### config.mk
export PLATFORM = sky130hd
export DESIGN_NAME = reg_file_sb
export DESIGN_NICKNAME = d
export VERILOG_FILES = /design/src/rtl/reg_file_pkg.sv /design/src/rtl/reg_file_scoreboard.sv /design/src/rtl/reg_file_sb.sv
export SDC_FILE = /design/constraint.sdc
export NUM_CORES = 1
export LEC_CHECK = 0
export ABC_CLOCK_PERIOD_IN_PS = 2900
export CAP_MARGIN = 40
export CORE_MARGIN = 2
export CORE_UTILIZATION = 50
export DETAILED_ROUTE_END_ITERATION = 16
export PLACE_DENSITY = 0.77
export SLEW_MARGIN = 20
export SYNTH_ARGS = -nofsm -noshare
export SYNTH_HDL_FRONTEND = slang
export SYNTH_SLANG_ARGS = --single-unit
### constraint.sdc
create_clock -name clk -period 2.9 [get_ports clk]
set_input_delay 0.58 -clock clk [delete_from_list [all_inputs] [get_ports clk]]
set_output_delay 0.58 -clock clk [all_outputs]
set_load 0.05 [all_outputs]
### src/rtl/reg_file_pkg.sv
// Shared constants and types for the scoreboarded register file.
// The default widths here match the default parameters of reg_file_sb.
package reg_file_pkg;

  localparam int DEFAULT_WIDTH = 9;
  localparam int DEFAULT_DEPTH = 16;
  localparam int DEFAULT_RT_AW = 2;
  localparam int DEFAULT_AW    = $clog2(DEFAULT_DEPTH);

  typedef logic [DEFAULT_WIDTH-1:0] reg_word_t;
  typedef logic [DEFAULT_AW-1:0]    reg_addr_t;
  typedef logic [DEFAULT_RT_AW-1:0] rt_addr_t;

endpackage

### src/rtl/reg_file_scoreboard.sv
// Busy-bit scoreboard for the low 2**RT_AW registers of reg_file_sb.
// A lock marks a register as waiting for a write; the write clears it.
// Lock beats a same-cycle write to the same register. Locking a register
// that is already busy (and not being written) raises lock_err for one cycle.
module reg_file_scoreboard
  import reg_file_pkg::*;
#(
  parameter int RT_AW   = DEFAULT_RT_AW,
  parameter bit ZERO_R0 = 1'b0
) (
  input  logic                    clk,
  input  logic                    reset,
  input  logic                    write,
  input  logic [RT_AW-1:0]        rd_addr,
  input  logic                    lock,
  input  logic [RT_AW-1:0]        lock_addr,
  output logic [(2**RT_AW)-1:0]   busy,
  output logic                    lock_err
);

  localparam int NB = 2**RT_AW;

  logic [NB-1:0] busy_reg;
  logic [NB-1:0] busy_next;
  logic          lock_err_reg;
  logic          lock_err_next;

  // Per-register next busy value: lock sets, write clears, lock has priority.
  for (genvar gi = 0; gi < NB; gi++) begin : g_busy
    localparam logic [RT_AW-1:0] IDX = RT_AW'(gi);
    logic set_hit;
    logic clr_hit;
    assign set_hit = lock && (lock_addr == IDX);
    assign clr_hit = write && (rd_addr == IDX);
    assign busy_next[gi] = (ZERO_R0 && (gi == 0)) ? 1'b0 :
                           set_hit                ? 1'b1 :
                           clr_hit                ? 1'b0 : busy_reg[gi];
  end

  // Re-locking a busy register that is not being written this cycle is an error.
  always_comb begin
    lock_err_next = lock && busy_reg[lock_addr] && !(write && (rd_addr == lock_addr));
  end

  // Busy bits and error flag; cleared asynchronously by reset.
  always_ff @(posedge clk or posedge reset) begin
    if (reset) begin
      busy_reg     <= '0;
      lock_err_reg <= 1'b0;
    end else begin
      busy_reg     <= busy_next;
      lock_err_reg <= lock_err_next;
    end
  end

  assign busy     = busy_reg;
  assign lock_err = lock_err_reg;

endmodule

### src/rtl/reg_file_sb.sv
// Register file with two combinational read ports, one write port and a
// busy-bit scoreboard over the low 2**RT_AW registers.
// Optional build macro REG_FILE_BYPASS_EN: forwards same-cycle write data
// (and the resulting busy state) to the read ports.
module reg_file_sb
  import reg_file_pkg::*;
#(
  parameter int WIDTH   = DEFAULT_WIDTH,
  parameter int DEPTH   = DEFAULT_DEPTH,
  parameter int RT_AW   = DEFAULT_RT_AW,
  parameter bit ZERO_R0 = 1'b0
) (
  input  logic                     clk,
  input  logic                     reset,
  input  logic                     write,
  input  logic [$clog2(DEPTH)-1:0] rs_addr,
  input  logic [RT_AW-1:0]         rt_addr,
  input  logic [RT_AW-1:0]         rd_addr,
  input  logic [WIDTH-1:0]         rd_in,
  input  logic                     lock,
  input  logic [RT_AW-1:0]         lock_addr,
  output logic [WIDTH-1:0]         rs_out,
  output logic [WIDTH-1:0]         rt_out,
  output logic                     rs_busy,
  output logic                     rt_busy,
  output logic                     lock_err
);

  localparam int AW = $clog2(DEPTH);

  logic [WIDTH-1:0]       regs_reg [DEPTH];
  logic [DEPTH-1:0]       wr_en;
  logic [(2**RT_AW)-1:0]  busy;
  logic [AW-1:0]          rd_ext;
  logic [AW-1:0]          rt_ext;
  logic                   rs_in_win;

  assign rd_ext = AW'(rd_addr);
  assign rt_ext = AW'(rt_addr);

  // Write decode; register 0 is write-protected when hardwired to zero.
  for (genvar gi = 0; gi < DEPTH; gi++) begin : g_wr_en
    localparam logic [AW-1:0] IDX = AW'(gi);
    assign wr_en[gi] = write && (rd_ext == IDX) && !(ZERO_R0 && (gi == 0));
  end

  // rs can address the whole file; only the low window carries busy bits.
  if (RT_AW < AW) begin : g_win
    assign rs_in_win = (rs_addr[AW-1:RT_AW] == '0);
  end else begin : g_full
    assign rs_in_win = 1'b1;
  end

  // Register storage, cleared asynchronously by reset.
  always_ff @(posedge clk or posedge reset) begin
    if (reset) begin
      for (int i = 0; i < DEPTH; i++) regs_reg[i] <= '0;
    end else begin
      for (int i = 0; i < DEPTH; i++) if (wr_en[i]) regs_reg[i] <= rd_in;
    end
  end

  reg_file_scoreboard #(
    .RT_AW   (RT_AW),
    .ZERO_R0 (ZERO_R0)
  ) u_scoreboard (
    .clk       (clk),
    .reset     (reset),
    .write     (write),
    .rd_addr   (rd_addr),
    .lock      (lock),
    .lock_addr (lock_addr),
    .busy      (busy),
    .lock_err  (lock_err)
  );

  // Read port S: data and busy, with optional forwarding; zero register wins.
  always_comb begin
    rs_out  = regs_reg[rs_addr];
    rs_busy = rs_in_win ? busy[rs_addr[RT_AW-1:0]] : 1'b0;
`ifdef REG_FILE_BYPASS_EN
    if (write && (rs_addr == rd_ext)) begin
      rs_out  = rd_in;
      rs_busy = lock && (lock_addr == rd_addr);
    end
`endif
    if (ZERO_R0 && (rs_addr == '0)) begin
      rs_out  = '0;
      rs_busy = 1'b0;
    end
  end

  // Read port T: same rules, always inside the busy window.
  always_comb begin
    rt_out  = regs_reg[rt_ext];
    rt_busy = busy[rt_addr];
`ifdef REG_FILE_BYPASS_EN
    if (write && (rt_addr == rd_addr)) begin
      rt_out  = rd_in;
      rt_busy = lock && (lock_addr == rd_addr);
    end
`endif
    if (ZERO_R0 && (rt_addr == '0)) begin
      rt_out  = '0;
      rt_busy = 1'b0;
    end
  end

endmodule

==> summary.txt, run 1 <==
Run status
  • Status: finished clean

Cells and area
  • Synthesis-to-layout area growth: 26.2%
  • Fin nets: 206
  • Post-route cell area: 0.00270 sq mm
  • Commonest non-fill, non-tap cells in the layout: 41 x dfrtp_1, 36 x mux2_2, 26 x buf_4
  • Number of diodes: 0
  • Commonest non-fill, non-tap cell in the layout: dfrtp_1
  • Share of layout cells above drive strength 1: 50.5%
  • Largest register FFs: 36

Worst setup path
  • Worst-path cell chain: clkdlybuf4s50_1 > buf_12 > mux4_2 > and2_1 > buf_4
  • CP max-delay cell: mux4_2
  • CP Max Fanout: 10
  • Critical path capture point type: primary output
  • Crit Path Category: primary input to primary output
  • Crit path required time: 2.32 ns
  • Biggest cell delay along the critical path: 0.51 ns
  • CP startpoint kind: primary input
  • Crit path DAT: 2.11 ns

Die
  • Placeable core area: 0.00406 sq mm
  • Die Span Y: 69.4 um
  • Die Width: 69.4 um
  • Num rows: 23
  • Die Area: 0.00481 sq mm
  • # IOs: 44
  • Starting Density: 52.7%

Timing
  • Slew Viols, Final: 0
  • Clock period minus worst slack: 2.69 ns
  • Clock skew: 0.00102 ns
  • Max-slew headroom: 57.6%
  • Fin crit share: 92.7%
  • Setup Viol. Count Final: 0
  • FMAX: 372 MHz
  • Worst-margin pin slew: 0.635 ns
  • RSZ-0062 raised after global routing: false
  • Final hold violations: 0
  • Final TNS setup: 0 ns

Pwr
  • Sequential share of power: 44.6%
  • LEAKAGE: 1.14 nW
  • Clk pwr share: 21.1%
  • Switching share of power: 33.1%
  • Comb pwr share: 34.3%
  • Max VDD drop: 362 uV
  • Switching power: 0.559 mW
  • P_int: 1.13 mW
  • Pwr/cell area: 626 mW/mm^2

Yosys
  • Seq/Total Area, Yosys: 48.0%
  • Yosys cell types: 18
  • Synth Register Bits: 41
  • Synth Area in Simple Gates: 4.92%
  • Synth Area in Compound Gates: 2.11%
  • Post-Synth XOR/XNOR Area: 0.820%
  • Synthesized cell area: 0.00214 sq mm
  • Synth Instances: 132
  • Net Count, Synth: 155
  • Ys Warns: 0
  • Largest family of logic cells by synthesized area: multiplexers
  • Adder-cell share of the synthesized area: 0%
  • Avg Cell Area, Syn: 16.2 sq um
  • Post-synthesis mux area share: 41.1%

Global route
  • Vias in the first global route: 1533
  • Overall routing resource usage: 21.5%
  • Initial antenna violation count: 0
  • Maximum number of pins on one net before global-route repair: 42
  • Total grt overflow: 0
  • First-pass GRT wire length: 7960 um

Routing
  • Initial DRC Count: 52
  • Routed via count divided by cell count: 5.90
  • Routed Antenna Nets: 0
  • Residual DRC count: 0
  • Average routed wire per standard cell: 20.3 um
  • Total wire length: 4760 um
  • Vias: 1381
  • TritonRoute pass-1 iters: 4

Worst hold path
  • HP Class: flip-flop to flip-flop

Clock network
  • Post_cts resized: 0
  • Clock tree root driver cell: clkbuf_8
  • Post-CTS setup buffers: 0
  • Max Root-Sink Buffers: 2
  • Clk pin slew, worst setup/hold paths: 0.07 ns
  • Clock latency on the worst-skew pair: 0.29 ns
  • CTS Buf Count: 5
  • H-Tree Depth: 2
  • CTS tree: done
  • Cts hold-fix bufs: 0
  • CTS Sinks: 41

Flow run
  • MaxCap Viol Count: 0

Place
  • Global placement routability congestion: 0.755
  • Placed standard-cell area: 0.00262 sq mm
  • DP Wirelength: 3250 um
  • PortBufs: 43
[cell families after synthesis]
family / after synthesis
AO/OA/AOI/OAI: 5
XOR/XNOR: 2
buffers and inverters: 11
flip-flops: 41
multiplexers: 57
AND/OR/NAND/NOR: 16
[worst paths after layout]
check                           depth (start not counted)                 start                    end  slack (ns)
min in group asynchronous                               3                 reset          regs_reg[128]        0.72
worst min register to register                          1         regs_reg[114]          regs_reg[114]        0.53
max in group asynchronous                               3                 reset          regs_reg[127]        1.82
worst max register to register                          2  u_scoreboard.busy[3]  u_scoreboard.lock_err        1.76
worst max-delay path                                    5            rs_addr[1]              rs_out[4]        0.21
worst min-delay path                                    1         regs_reg[114]          regs_reg[114]        0.53
[routing by layer]
layer | share of wire (%) | wire, um | track usage (%)
met1 | 44 | 2100 | 29.3
met3 | 5.3 | 250 | 4.22
met5 | 0 | 0 | 0
met2 | 49 | 2350 | 35.1
met4 | 1.4 | 66 | 6.75
[critical path: cells and delay by family]
kind	cells	cell delay (ns)
buffers and inverters	3	0.84
muxes	1	0.51
and+or+nand+nor	1	0.17
[power by group through the flow]
stage / registers, mW / clock network [mW] / logic (mW)
2_1_floorplan: 0.743 / 0 / 0.421
6_report: 0.754 / 0.356 / 0.579
5_1_grt: 0.771 / 0.388 / 0.613
3_3_place_gp: 0.752 / 0 / 0.572
4_1_cts: 0.753 / 0.367 / 0.585
3_5_place_dp: 0.765 / 0 / 0.583
[cell usage after synthesis]
library cell / count / area share, %
dfrtp_1: 41 / 48
mux2_2: 36 / 19
mux4_2: 21 / 22
and2_1: 10 / 2.9
buf_2: 4 / 0.94
inv_1: 4 / 0.70
a32o_1: 2 / 0.94
buf_6: 2 / 1.1
nand3b_1: 2 / 0.70
xor2_1: 2 / 0.82
buf_4: 1 / 0.35
nand2b_1: 1 / 0.29
nand3_2: 1 / 0.47
nor2_1: 1 / 0.18
nor3b_1: 1 / 0.35
o22ai_1: 1 / 0.29
o2bb2ai_1: 1 / 0.41
o311a_1: 1 / 0.47
[per-stage QoR]
step / util (%) / setup WS [ns] / total power, mW / cells / hold WS, ns
after global routing: 66.5 / 0.170 / 1.77 / 234 / 0.551
after floorplan: - / 0.793 / 1.16 / 132 / 0.483
after CTS: 66.5 / 0.200 / 1.70 / 234 / 0.532
final: 66.5 / 0.212 / 1.69 / 234 / 0.529
after detailed placement: 64.4 / 0.203 / 1.35 / 226 / 0.516
after global placement: 64.4 / 0.233 / 1.32 / 226 / 0.501
[area by class of cell]
class,instances,area [sq um]
Fill cell,308,1360
Timing Repair Buffer,51,465
Clock inverter,2,10.0
Clock buffer,6,72.6
Tap cell,50,62.6
Sequential cell,41,1030
Multi-Input combinational cell,80,1050
Inverter,4,15.0
Note: power is estimated with default switching activity, not from simulation.
==> run 2: changes to the inputs <==
Settings changed: ABC_AREA from default to 1, PLACE_DENSITY 0.77 to 0.76.
==> run 2 against run 1 <==
Effect of this change:
- core utilization shrank 0.44 points
- cell count up 83%
- sequential power decreased by 2.9%
- first-iteration DRC count up 130%
- register-to-register slack improved by 0.31 ns
- non-clock buffer count shrank 1
- design area rose by 16%
- power is 1.2% lower
- worst hold slack got worse by 0.042 ns
- sequential cell count did not move
- combinational power shrank 2%
- die area is 13% higher
==> summary.txt, run 2 <==
Timing
  • Max-slew headroom: 65.5% (+7.9 points)
  • RSZ-0062 raised after global routing: false
  • Min Hold Slack: 0.486 ns (-0.0423 ns)
  • Setup WS post-layout: 0.232 ns (+0.0198 ns)
  • Worst-margin pin slew: 0.518 ns (-0.117 ns)
  • FMAX: 375 MHz (+0.74%)
  • Fin crit share: 92.0% (-0.68 points)
  • Clock skew: 0.00361 ns (+0.00259 ns)
  • Final hold violations: 0 (unchanged)
  • Setup Viol. Count Final: 0 (unchanged)
  • Slew Viols, Final: 0 (unchanged)
  • Final TNS setup: 0 ns (unchanged)
  • Clock period minus worst slack: 2.67 ns (-0.0198 ns)

Clock network
  • CTS tree: done
  • CTS Sinks: 41 (unchanged)
  • H-Tree Depth: 2 (unchanged)
  • CTS Buf Count: 5 (unchanged)
  • Max Root-Sink Buffers: 2 (unchanged)
  • Cts hold-fix bufs: 0 (unchanged)
  • Post-CTS setup buffers: 0 (unchanged)
  • Clock latency on the worst-skew pair: 0.29 ns (about the same)
  • Clk pin slew, worst setup/hold paths: 0.08 ns (about the same)
  • Post_cts resized: 0 (unchanged)
  • Clock tree root driver cell: clkbuf_8

Pwr
  • Switching power: 0.577 mW (+3.1%)
  • Tot Pwr: 1.67 mW (-1.2%)
  • Max VDD drop: 268 uV (-26%)
  • Clk pwr share: 22.2% (+1.1 points)
  • Switching share of power: 34.6% (+1.4 points)
  • Comb pwr share: 34.0% (-0.3 points)
  • LEAKAGE: 1.46 nW (+29%)
  • P_int: 1.09 mW (-3.3%)
  • Pwr/cell area: 535 mW/mm^2 (-15%)
  • Sequential share of power: 43.8% (-0.8 points)

Routing
  • Routed via count divided by cell count: 5.10 (-14%)
  • Initial DRC Count: 118 (+130%)
  • TritonRoute pass-1 iters: 4 (unchanged)
  • Average routed wire per standard cell: 13.0 um (-36%)
  • Residual DRC count: 0 (unchanged)
  • Routed Antenna Nets: 0 (unchanged)
  • Vias: 2189 (+59%)
  • Total wire length: 5590 um (+17%)

Flow run
  • MaxCap Viol Count: 0 (unchanged)

Yosys
  • Post-Synth XOR/XNOR Area: 0% (-0.82 points)
  • Largest family of logic cells by synthesized area: simple AND/OR/NAND/NOR gates
  • Synth area leader: dfrtp_1
  • Synth top area cells: dfrtp_1 42%, nand2_1 16%, o21ai_2 7.5%, o21ai_0 5.7%, o21ai_1 5.1%
  • Seq/Total Area, Yosys: 42.1% (-5.9 points)
  • Async SR Flop Fraction: 100% (unchanged)
  • Synth Register Bits: 41 (unchanged)
  • Synthesized cell area: 0.00244 sq mm (+14%)
  • Avg Cell Area, Syn: 7.59 sq um (-53%)
  • Yosys cell types: 20 (+2)
  • Synth Instances: 321 (+140%)
  • Synth Area in Simple Gates: 25.2% (+20 points)
  • Synth Area in Compound Gates: 22.6% (+20 points)
  • Synth cell count leaders: 101 x nand2_1, 41 x dfrtp_1, 28 x o21ai_0
  • Most instantiated library cell after synthesis: nand2_1
  • Post-synthesis mux area share: 0% (-41 points)
  • Post-synth top area share: 42.1% (-5.9 points)
  • Net Count, Synth: 344 (+120%)
  • Adder-cell share of the synthesized area: 0% (unchanged)
  • Number of synthesized flops with an enable pin: 0 (unchanged)
  • Ys Warns: 0 (unchanged)
  • Post-synth top flop: dfrtp_1

Global route
  • Total grt overflow: 0 (unchanged)
  • Vias in the first global route: 2090 (+36%)
  • Maximum number of pins on one net before global-route repair: 42 (unchanged)
  • Overall routing resource usage: 23.0% (+1.5 points)
  • First-pass GRT wire length: 9490 um (+19%)
  • Initial antenna violation count: 0 (unchanged)

Die
  • Die Area: 0.00545 sq mm (+13%)
  • Num rows: 25 (+8.7%)
  • Starting Density: 51.6% (-1.1 points)
  • Placeable core area: 0.00472 sq mm (+16%)
  • Die Width: 73.8 um (+6.4%)
  • # IOs: 44 (unchanged)
  • Die Span Y: 73.8 um (+6.4%)

Worst setup path
  • CP most frequent cell: o21ai_0
  • Worst-path cell chain: clkdlybuf4s50_1 > inv_2 > a21oi_1 > o21ai_0 > o21ai_0 > buf_12
  • Biggest cell delay along the critical path: 0.66 ns (+0.15 ns)
  • Worst reg2reg setup slack: 2.07 ns (+0.31 ns)
  • Crit path required time: 2.32 ns (about the same)
  • Crit path from: rt_addr[1]
  • Crit Path Category: primary input to primary output
  • Critical path capture point type: primary output
  • CP startpoint kind: primary input
  • Crit path DAT: 2.09 ns (-0.02 ns)
  • CP max-delay cell: clkdlybuf4s50_1
  • CP Max Fanout: 13 (+3)
  • Critical R2R Launch: u_scoreboard.busy[0]

Place
  • Placed Cells: 422 (+87%)
  • PortBufs: 43 (unchanged)
  • Global placement routability congestion: 0.776 (+2.8%)
  • Placed standard-cell area: 0.00303 sq mm (+16%)
  • DP Wirelength: 3870 um (+19%)
  • Post-Place Setup Slack: 0.228 ns (+0.0253 ns)

Cells and area
  • Final Core Density: 66.0% (-0.44 points)
  • Fin nets: 385 (+87%)
  • Number of diodes: 0 (unchanged)
  • Layout fillers: 419 (+36%)
  • Commonest non-fill, non-tap cells in the layout: 101 x nand2_1, 41 x dfrtp_1, 28 x o21ai_0
  • Share of layout cells above drive strength 1: 18.2% (-32 points)
  • Commonest non-fill, non-tap cell in the layout: nand2_1
  • Largest register FFs: 36 (unchanged)
  • Non-Filler Instances: 429 (+83%)
  • Synthesis-to-layout area growth: 28.0%
  • Post-route cell area: 0.00312 sq mm (+16%)

Run status
  • Status: finished clean

Worst hold path
  • HP Class: flip-flop to flip-flop
  • Hold path startpoint: regs_reg[126]
-- run 2: cell types whose count changed in the layout (fill, tap and decap cells not counted), moves of 10 or more --
cell     before  now
nor2_1        1   25
buf_12        2   18
o21ai_2       0   21
o21ai_0       0   28
a21oi_1       0   19
and2_1       10    0
mux2_2       36    0
inv_1         4   22
mux4_2       21    0
buf_4        26    9
o21ai_1       0   25
nand2_1       0  101
-- run 2: worst max-delay path: cells and delay by family --
family | cells | cell delay (ns)
compound gates | 3 | 0.47
buf+inv | 3 | 1.03
-- run 2: cells by family (layout without fill, tap and decap cells) --
logic type | Yosys count | in the layout
AND/OR/NAND/NOR | 143 | 143
AO/OA/AOI/OAI | 94 | 94
flip-flops | 41 | 41
buffers and inverters | 43 | 84
-- run 2: layout make-up --
cell class / count / area, sq um / area share [%]
clock buffers: 7 / 86.3 / 2.77
inverters: 27 / 101 / 3.25
multi-input cells: 237 / 1160 / 37.3
well taps: 67 / 83.8 / 2.69
flip-flops and latches: 41 / 1030 / 32.9
repair buffers: 50 / 658 / 21.1
-- run 2: worst paths after layout --
| kind | to | cells after the start |
|---|---|---|
| worst max-delay path | rt_out[3] | 6 |
| worst min-delay path | regs_reg[126] | 2 |
| worst max register to register | u_scoreboard.lock_err | 4 |
| worst min register to register | regs_reg[126] | 2 |
| max in group asynchronous | regs_reg[142] | 3 |
| min in group asynchronous | regs_reg[121] | 3 |
-- run 2: layer usage --
metal	vias to the layer above	GRT usage [%]	share of wire [%]
li1	1123	-	-
met1	1008	30.0	43
met5	-	0	0
met3	4	4.53	5.1
met4	0	9.09	1.2
met2	54	37.7	51
-- run 2: power groups by stage --
stage | Clock, mW | Sequential, mW | Combinational (mW)
finish | 0.371 | 0.732 | 0.567
global route | 0.406 | 0.744 | 0.624
CTS | 0.384 | 0.730 | 0.571
detailed placement | 0 | 0.740 | 0.569
global placement | 0 | 0.738 | 0.558
floorplan | 0 | 0.726 | 0.362
